## src/rtl/game_pkg.sv

```systemverilog
// rtl/game_pkg.sv - shared state encoding and USB HID key codes for game_flow_ctrl
package game_pkg;

    typedef enum logic [1:0] {
        ST_START  = 2'd0,
        ST_ROAM   = 2'd1,
        ST_BATTLE = 2'd2,
        ST_END    = 2'd3
    } game_state_e;

    localparam logic [7:0] KEY_W     = 8'h1A;
    localparam logic [7:0] KEY_A     = 8'h04;
    localparam logic [7:0] KEY_S     = 8'h16;
    localparam logic [7:0] KEY_D     = 8'h07;
    localparam logic [7:0] KEY_ENTER = 8'h28;
    localparam logic [7:0] KEY_BKSP  = 8'h2A;

endpackage

```

## src/rtl/key_edge.sv

```systemverilog
// rtl/key_edge.sv - turns a level keycode into one event per new non-zero key
module key_edge
    import game_pkg::*;
(
    input  logic       Clk,
    input  logic       Reset,
    input  logic [7:0] keycode_i,
    output logic       key_evt_o,
    output logic [7:0] key_code_o
);

    logic [7:0] key_prev_q;

    always_ff @(posedge Clk) begin
        if (Reset) begin
            key_prev_q <= 8'h00;
        end else begin
            key_prev_q <= keycode_i;
        end
    end

    // A held key matches key_prev after its first cycle, so it fires only once.
    assign key_evt_o  = (keycode_i != 8'h00) && (keycode_i != key_prev_q);
    assign key_code_o = keycode_i;

endmodule

```

## src/rtl/game_flow_ctrl.sv

```systemverilog
// rtl/game_flow_ctrl.sv - start/roam/battle/end flow with team selection grid
// Optional BKSP undo of the last pick when GAME_FLOW_UNDO_EN is defined.
module game_flow_ctrl
    import game_pkg::*;
#(
    parameter int GRID_COLS = 4,
    parameter int GRID_ROWS = 2,
    parameter int TEAM_SIZE = 3,
    localparam int ID_W  = $clog2(GRID_COLS * GRID_ROWS),
    localparam int CNT_W = $clog2(TEAM_SIZE + 1)
) (
    input  logic                           Clk,
    input  logic                           Reset,
    input  logic [7:0]                     keycode,
    input  logic                           start_battle,
    input  logic                           end_battle,
    input  logic                           result,
    output logic [1:0]                     state_o,
    output logic                           is_start,
    output logic                           is_roam,
    output logic                           is_battle,
    output logic                           is_end,
    output logic [ID_W-1:0]                cursor,
    output logic [TEAM_SIZE-1:0][ID_W-1:0] team,
    output logic [CNT_W-1:0]               num_chosen,
    output logic                           team_full,
    output logic                           pick_reject
);

    game_state_e                   state_q, state_d;
    logic [ID_W-1:0]               cursor_q, cursor_d;
    logic [TEAM_SIZE-1:0][ID_W-1:0] team_q, team_d;
    logic [CNT_W-1:0]              num_q, num_d;
    logic                          reject_q, reject_d;

    logic       key_evt;
    logic [7:0] key_code;
    logic       full;
    logic       dup;
    int         row, col;

    key_edge u_key_edge (
        .Clk        (Clk),
        .Reset      (Reset),
        .keycode_i  (keycode),
        .key_evt_o  (key_evt),
        .key_code_o (key_code)
    );

    assign full = (num_q == CNT_W'(TEAM_SIZE));

    always_comb begin
        dup = 1'b0;
        for (int i = 0; i < TEAM_SIZE; i++) begin
            if ((i < int'(num_q)) && (team_q[i] == cursor_q)) begin
                dup = 1'b1;
            end
        end
    end

    always_ff @(posedge Clk) begin
        if (Reset) begin
            state_q  <= ST_START;
            cursor_q <= '0;
            team_q   <= '0;
            num_q    <= '0;
            reject_q <= 1'b0;
        end else begin
            state_q  <= state_d;
            cursor_q <= cursor_d;
            team_q   <= team_d;
            num_q    <= num_d;
            reject_q <= reject_d;
        end
    end

    always_comb begin
        state_d  = state_q;
        cursor_d = cursor_q;
        team_d   = team_q;
        num_d    = num_q;
        reject_d = 1'b0;
        row      = int'(cursor_q) / GRID_COLS;
        col      = int'(cursor_q) % GRID_COLS;

        unique case (state_q)
            ST_START: begin
                if (key_evt) begin
                    case (key_code)
                        KEY_W: row = (row == 0) ? GRID_ROWS - 1 : row - 1;
                        KEY_S: row = (row == GRID_ROWS - 1) ? 0 : row + 1;
                        KEY_A: col = (col == 0) ? GRID_COLS - 1 : col - 1;
                        KEY_D: col = (col == GRID_COLS - 1) ? 0 : col + 1;
                        KEY_ENTER: begin
                            if (full) begin
                                state_d = ST_ROAM;
                            end else if (dup) begin
                                reject_d = 1'b1;
                            end else begin
                                for (int i = 0; i < TEAM_SIZE; i++) begin
                                    if (i == int'(num_q)) team_d[i] = cursor_q;
                                end
                                num_d = num_q + 1'b1;
                            end
                        end
`ifdef GAME_FLOW_UNDO_EN
                        KEY_BKSP: begin
                            if (num_q == '0) begin
                                reject_d = 1'b1;
                            end else begin
                                for (int i = 0; i < TEAM_SIZE; i++) begin
                                    if (i == int'(num_q) - 1) team_d[i] = '0;
                                end
                                num_d = num_q - 1'b1;
                            end
                        end
`endif
                        default: ;
                    endcase
                    cursor_d = ID_W'(row * GRID_COLS + col);
                end
            end
            ST_ROAM: begin
                if (start_battle) state_d = ST_BATTLE;
            end
            ST_BATTLE: begin
                if (end_battle) state_d = result ? ST_ROAM : ST_END;
            end
            ST_END: begin
                if (key_evt) begin
                    state_d  = ST_START;
                    cursor_d = '0;
                    team_d   = '0;
                    num_d    = '0;
                end
            end
            default: state_d = ST_START;
        endcase
    end

    assign state_o     = state_q;
    assign is_start    = (state_q == ST_START);
    assign is_roam     = (state_q == ST_ROAM);
    assign is_battle   = (state_q == ST_BATTLE);
    assign is_end      = (state_q == ST_END);
    assign cursor      = cursor_q;
    assign team        = team_q;
    assign num_chosen  = num_q;
    assign team_full   = full;
    assign pick_reject = reject_q;

endmodule

```

## config.mk

```make
export PLATFORM = sky130hd
export DESIGN_NAME = game_flow_ctrl
export DESIGN_NICKNAME = d
export VERILOG_FILES = /design/src/rtl/game_pkg.sv /design/src/rtl/key_edge.sv /design/src/rtl/game_flow_ctrl.sv
export SDC_FILE = /design/constraint.sdc
export NUM_CORES = 1
export LEC_CHECK = 0
export BUFFER_PORTS_ARGS = -buffer_cell sky130_fd_sc_hd__buf_2
export CORE_AREA = 3 3 75 49
export DETAILED_ROUTE_END_ITERATION = 10
export DIE_AREA = 0 0 78 52
export PLACE_DENSITY = 0.86
export SETUP_SLACK_MARGIN = 0.02
export SYNTH_ARGS = -nofsm -noshare
export SYNTH_HDL_FRONTEND = slang
export SYNTH_SLANG_ARGS = --single-unit
```

## constraint.sdc

```tcl
create_clock -name Clk -period 2.3 [get_ports Clk]
set_input_delay 0.46 -clock Clk [delete_from_list [all_inputs] [get_ports Clk]]
set_output_delay 0.46 -clock Clk [all_outputs]
set_load 0.01 [all_outputs]
```

==> flow_summary_export.csv <==
group,metric,value,unit
status,status,"completed",
detailed_routing,dr_wl_met2,1.691,mm
global_route,grt_pass1_vias,1373,
synth,ys.flop_type,"dfxtp_1",
power,peakVddDrop,0.3946,mV
power,power_frac_comb,41.5,%
detailed_routing,vias_per_cell,5.456,
worst_setup_path,rr_worst_depth,7,
worst_setup_path,r2r-end,"team[4]",
detailed_routing,wl,3.800,mm
synth,ys_warn_count,0,
power,clkPwrFrac,21.2,%
finish,finalInstanceArea,0.001943,sq mm
floorplanning,die_h,52,um
worst_setup_path,r2r_start,"num_chosen[0]",
global_route,gr-total-overflow,0,
sta,tightestPinTransition,0.5158,ns
sta,fin_crit_sh,92.38,%
power,power.density,653.5,mW/mm^2
floorplanning,initial_core_util,52.16,%
power,internal-power,0.0008069,W
detailed_routing,wl_met1,1.863,mm
finish,multi_input_area,0.001061,sq mm
worst_setup_path,endpoint_kind,"flop",
clock_tree,clk_latency,0.27,ns
sta,final.setup.tns,0,ns
sta,rsz0062_at_grt,"no",
worst_setup_path,cp_max_fo,3,
detailed_routing,final_antenna_net_count,0,
synth,yosysSeqAreaShare,30.72,%
power,p_leak,0.8496,nW
finish,final_nets,243,
worst_setup_path,cp_data_required_time,2.51,ns
synth,ys_seq_elements,25,
min_path,min_path_type,"in -> reg",
global_route,antenna_found_initial,0,
min_path,holdPathStages,2,
sta,layout_setup_ws,0.1752,ns
worst_setup_path,critPathKind,"reg -> reg",
min_path,holdPathEnd,"u_key_edge.key_prev_q[6]",
sta,slew_headroom,65.62,%
sta,fin_crit,2.125,ns
clock_tree,clockBufferDepth,2,
clock_tree,htree_levels,1,
synth,synth_edf_count,0,
place,place_congestion,0.8803,
place,hpwl,2.974,mm
sta,hold_violations,0,
floorplanning,die_w,78,um
synth,avgSynthCellArea,9.152,sq um
finish,fillers,285,
finish,area_growth_syn_to_layout,19.28,%
clock_tree,clock-sinks,25,
synth,syn-num-nets,202,
sta,hold_slack,0.4603,ns
flow_run,cap_violations,0,
place,place_area,0.001892,sq mm
place,io_buffer_count,34,
detailed_routing,drtIter0Drc,125,
finish,utilization,62.22,%
synth,async_reset_ff_share,0,%
clock_tree,cts_tree,"built",
global_route,grtUsageTotal,19.91,%
place,place_ws,0.02353,ns
synth,synthCells,178,
worst_setup_path,rrSetupSlack,0.18,ns
detailed_routing,wl_met3,231,um
clock_tree,root_buffer,"clkbuf_8",
detailed_routing,routed.top_layer,"met4",
clock_tree,clk_pin_slew_worst_paths,0.09,ns
floorplanning,die_area,0.004056,sq mm
global_route,grt_first_pass_wirelength,6.458,mm
sta,clock_skew,0.001760,ns
floorplanning,ios,35,
floorplanning,core,0.003123,sq mm
sta,finalSetupViolCount,0,
synth,synth.distinct_cells,47,
global_route,grt_max_degree,31,
clock_tree,cts_buffers,3,
floorplanning,rows,16,
clock_tree,post-cts-setup-buffer-count,0,
detailed_routing,drc_errors,0,
finish,drive_gt1_share,27.52,%
worst_setup_path,start_kind,"flop",
power,p_seq_share,37.3,%
synth,synth_area,0.001629,sq mm
detailed_routing,wl_per_cell,14.45,um
power,swShare,36.46,%
sta,max_freq,0.4706,GHz
worst_setup_path,critPathArrivalTime,2.33,ns
sta,finalMaxSlewViolations,0,
power,p_switching,0.0004630,W
detailed_routing,dr.pass1.iters,6,
detailed_routing,vias,1435,
finish,seq_area,500.5,sq um
min_path,worstHoldStart,"keycode[6]",
finish,diodes,0,
-- cell usage after synthesis (3+ instances only) --
cell / number / area, sq um
o21ai_0: 8 / 40.04
dfxtp_1: 25 / 500.5
inv_1: 9 / 33.78
nand2b_1: 9 / 56.30
a32oi_2: 3 / 48.80
clkbuf_1: 5 / 18.77
nor2_1: 10 / 37.54
mux2i_1: 9 / 90.09
or3_1: 4 / 25.02
xor2_1: 3 / 26.28
nand3_1: 3 / 15.01
nand2_1: 7 / 26.28
xnor2_1: 14 / 122.6
nor3_1: 7 / 35.03
ha_1: 11 / 137.6
nand4_1: 5 / 31.28
nor2b_1: 10 / 62.56
-- cells in the final DEF (no fill, tap or decap), types with 8 or more instances in the layout --
| cell | count |
|---|---|
| dfxtp_1 | 25 |
| xnor2_1 | 14 |
| o21ai_0 | 8 |
| buf_2 | 34 |
| nor2_1 | 10 |
| nor2b_1 | 10 |
| ha_1 | 11 |
| nand2b_1 | 9 |
| buf_4 | 10 |
| inv_1 | 9 |
| mux2i_1 | 9 |
-- flip-flops by register name (all words and copies together) (netlist names) --
signal                 cells
cursor                     3
state_o                    2
team                       9
u_key_edge.key_prev_q      8
pick_reject                1
num_chosen                 2
-- final cells by class --
class	instances	share of cell area (%)
multi-input cells	136	54.60
flip-flops and latches	25	25.76
repair buffers	44	12.62
well taps	45	2.898
clock buffers	3	2.125
inverters	9	1.739
clock inverters	1	0.2576
-- timing repair --
action                                  in CTS  in global routing
hold buffers                                 0                  0
endpoints found under the setup margin       0                  4
resized for setup                            0                  1
-- cell families (layout without fill, tap and decap cells) --
group,after synthesis,after routing,synth area share [%]
xor gates and xnor gates,17,17,9.140
buffers and inverters,17,57,4.454
adders and majority gates,11,11,8.448
DFF,25,25,30.72
AOI/OAI and AO/OA,31,31,17.13
muxes,9,9,5.530
and+or+nand+nor,68,68,24.58
-- worst max-delay path, stage by stage, from the launching register on --
cell and delay [ns]:
dfxtp_1 0.34, inv_1 0.08, ha_1 0.25, or4_1 0.56, nand3_2 0.12, nor3_1 0.10, a32oi_2 0.37, mux2i_1 0.23
-- worst max-delay path by stage --
stage | startpoint | to | slack, ns | cells past startpoint
floorplan | keycode[1] | state_o[0] | 0.21 | 7
global placement | keycode[4] | state_o[0] | 0.07 | 7
detailed placement | keycode[4] | state_o[0] | 0.02 | 7
CTS | num_chosen[0] | team[7] | 0.13 | 7
global route | num_chosen[0] | team[7] | 0.05 | 7
finish | num_chosen[0] | team[4] | 0.18 | 7
-- power groups by stage --
stage	clock network, W	logic, W	registers [W]
global placement	0	0.000509	0.000483
detailed placement	0	0.000523	0.000483
CTS	0.000275	0.000525	0.000474
global route	0.000295	0.000567	0.000477
floorplan	0	0.000401	0.000486
finish	0.000269	0.000527	0.000473
-- layer usage --
layer	track usage [%]	vias up
li1	-	712
met1	27.34	672
met4	2.326	0
met5	0	-
met2	33.24	49
met3	4.325	2
-- stage by stage --
step	total power [W]	cells
2_1_floorplan	0.0008871	178
3_5_place_dp	0.001006	259
6_report	0.001270	263
5_1_grt	0.001339	263
3_3_place_gp	0.0009923	259
4_1_cts	0.001273	263
Power figures use the tool's default switching activity.
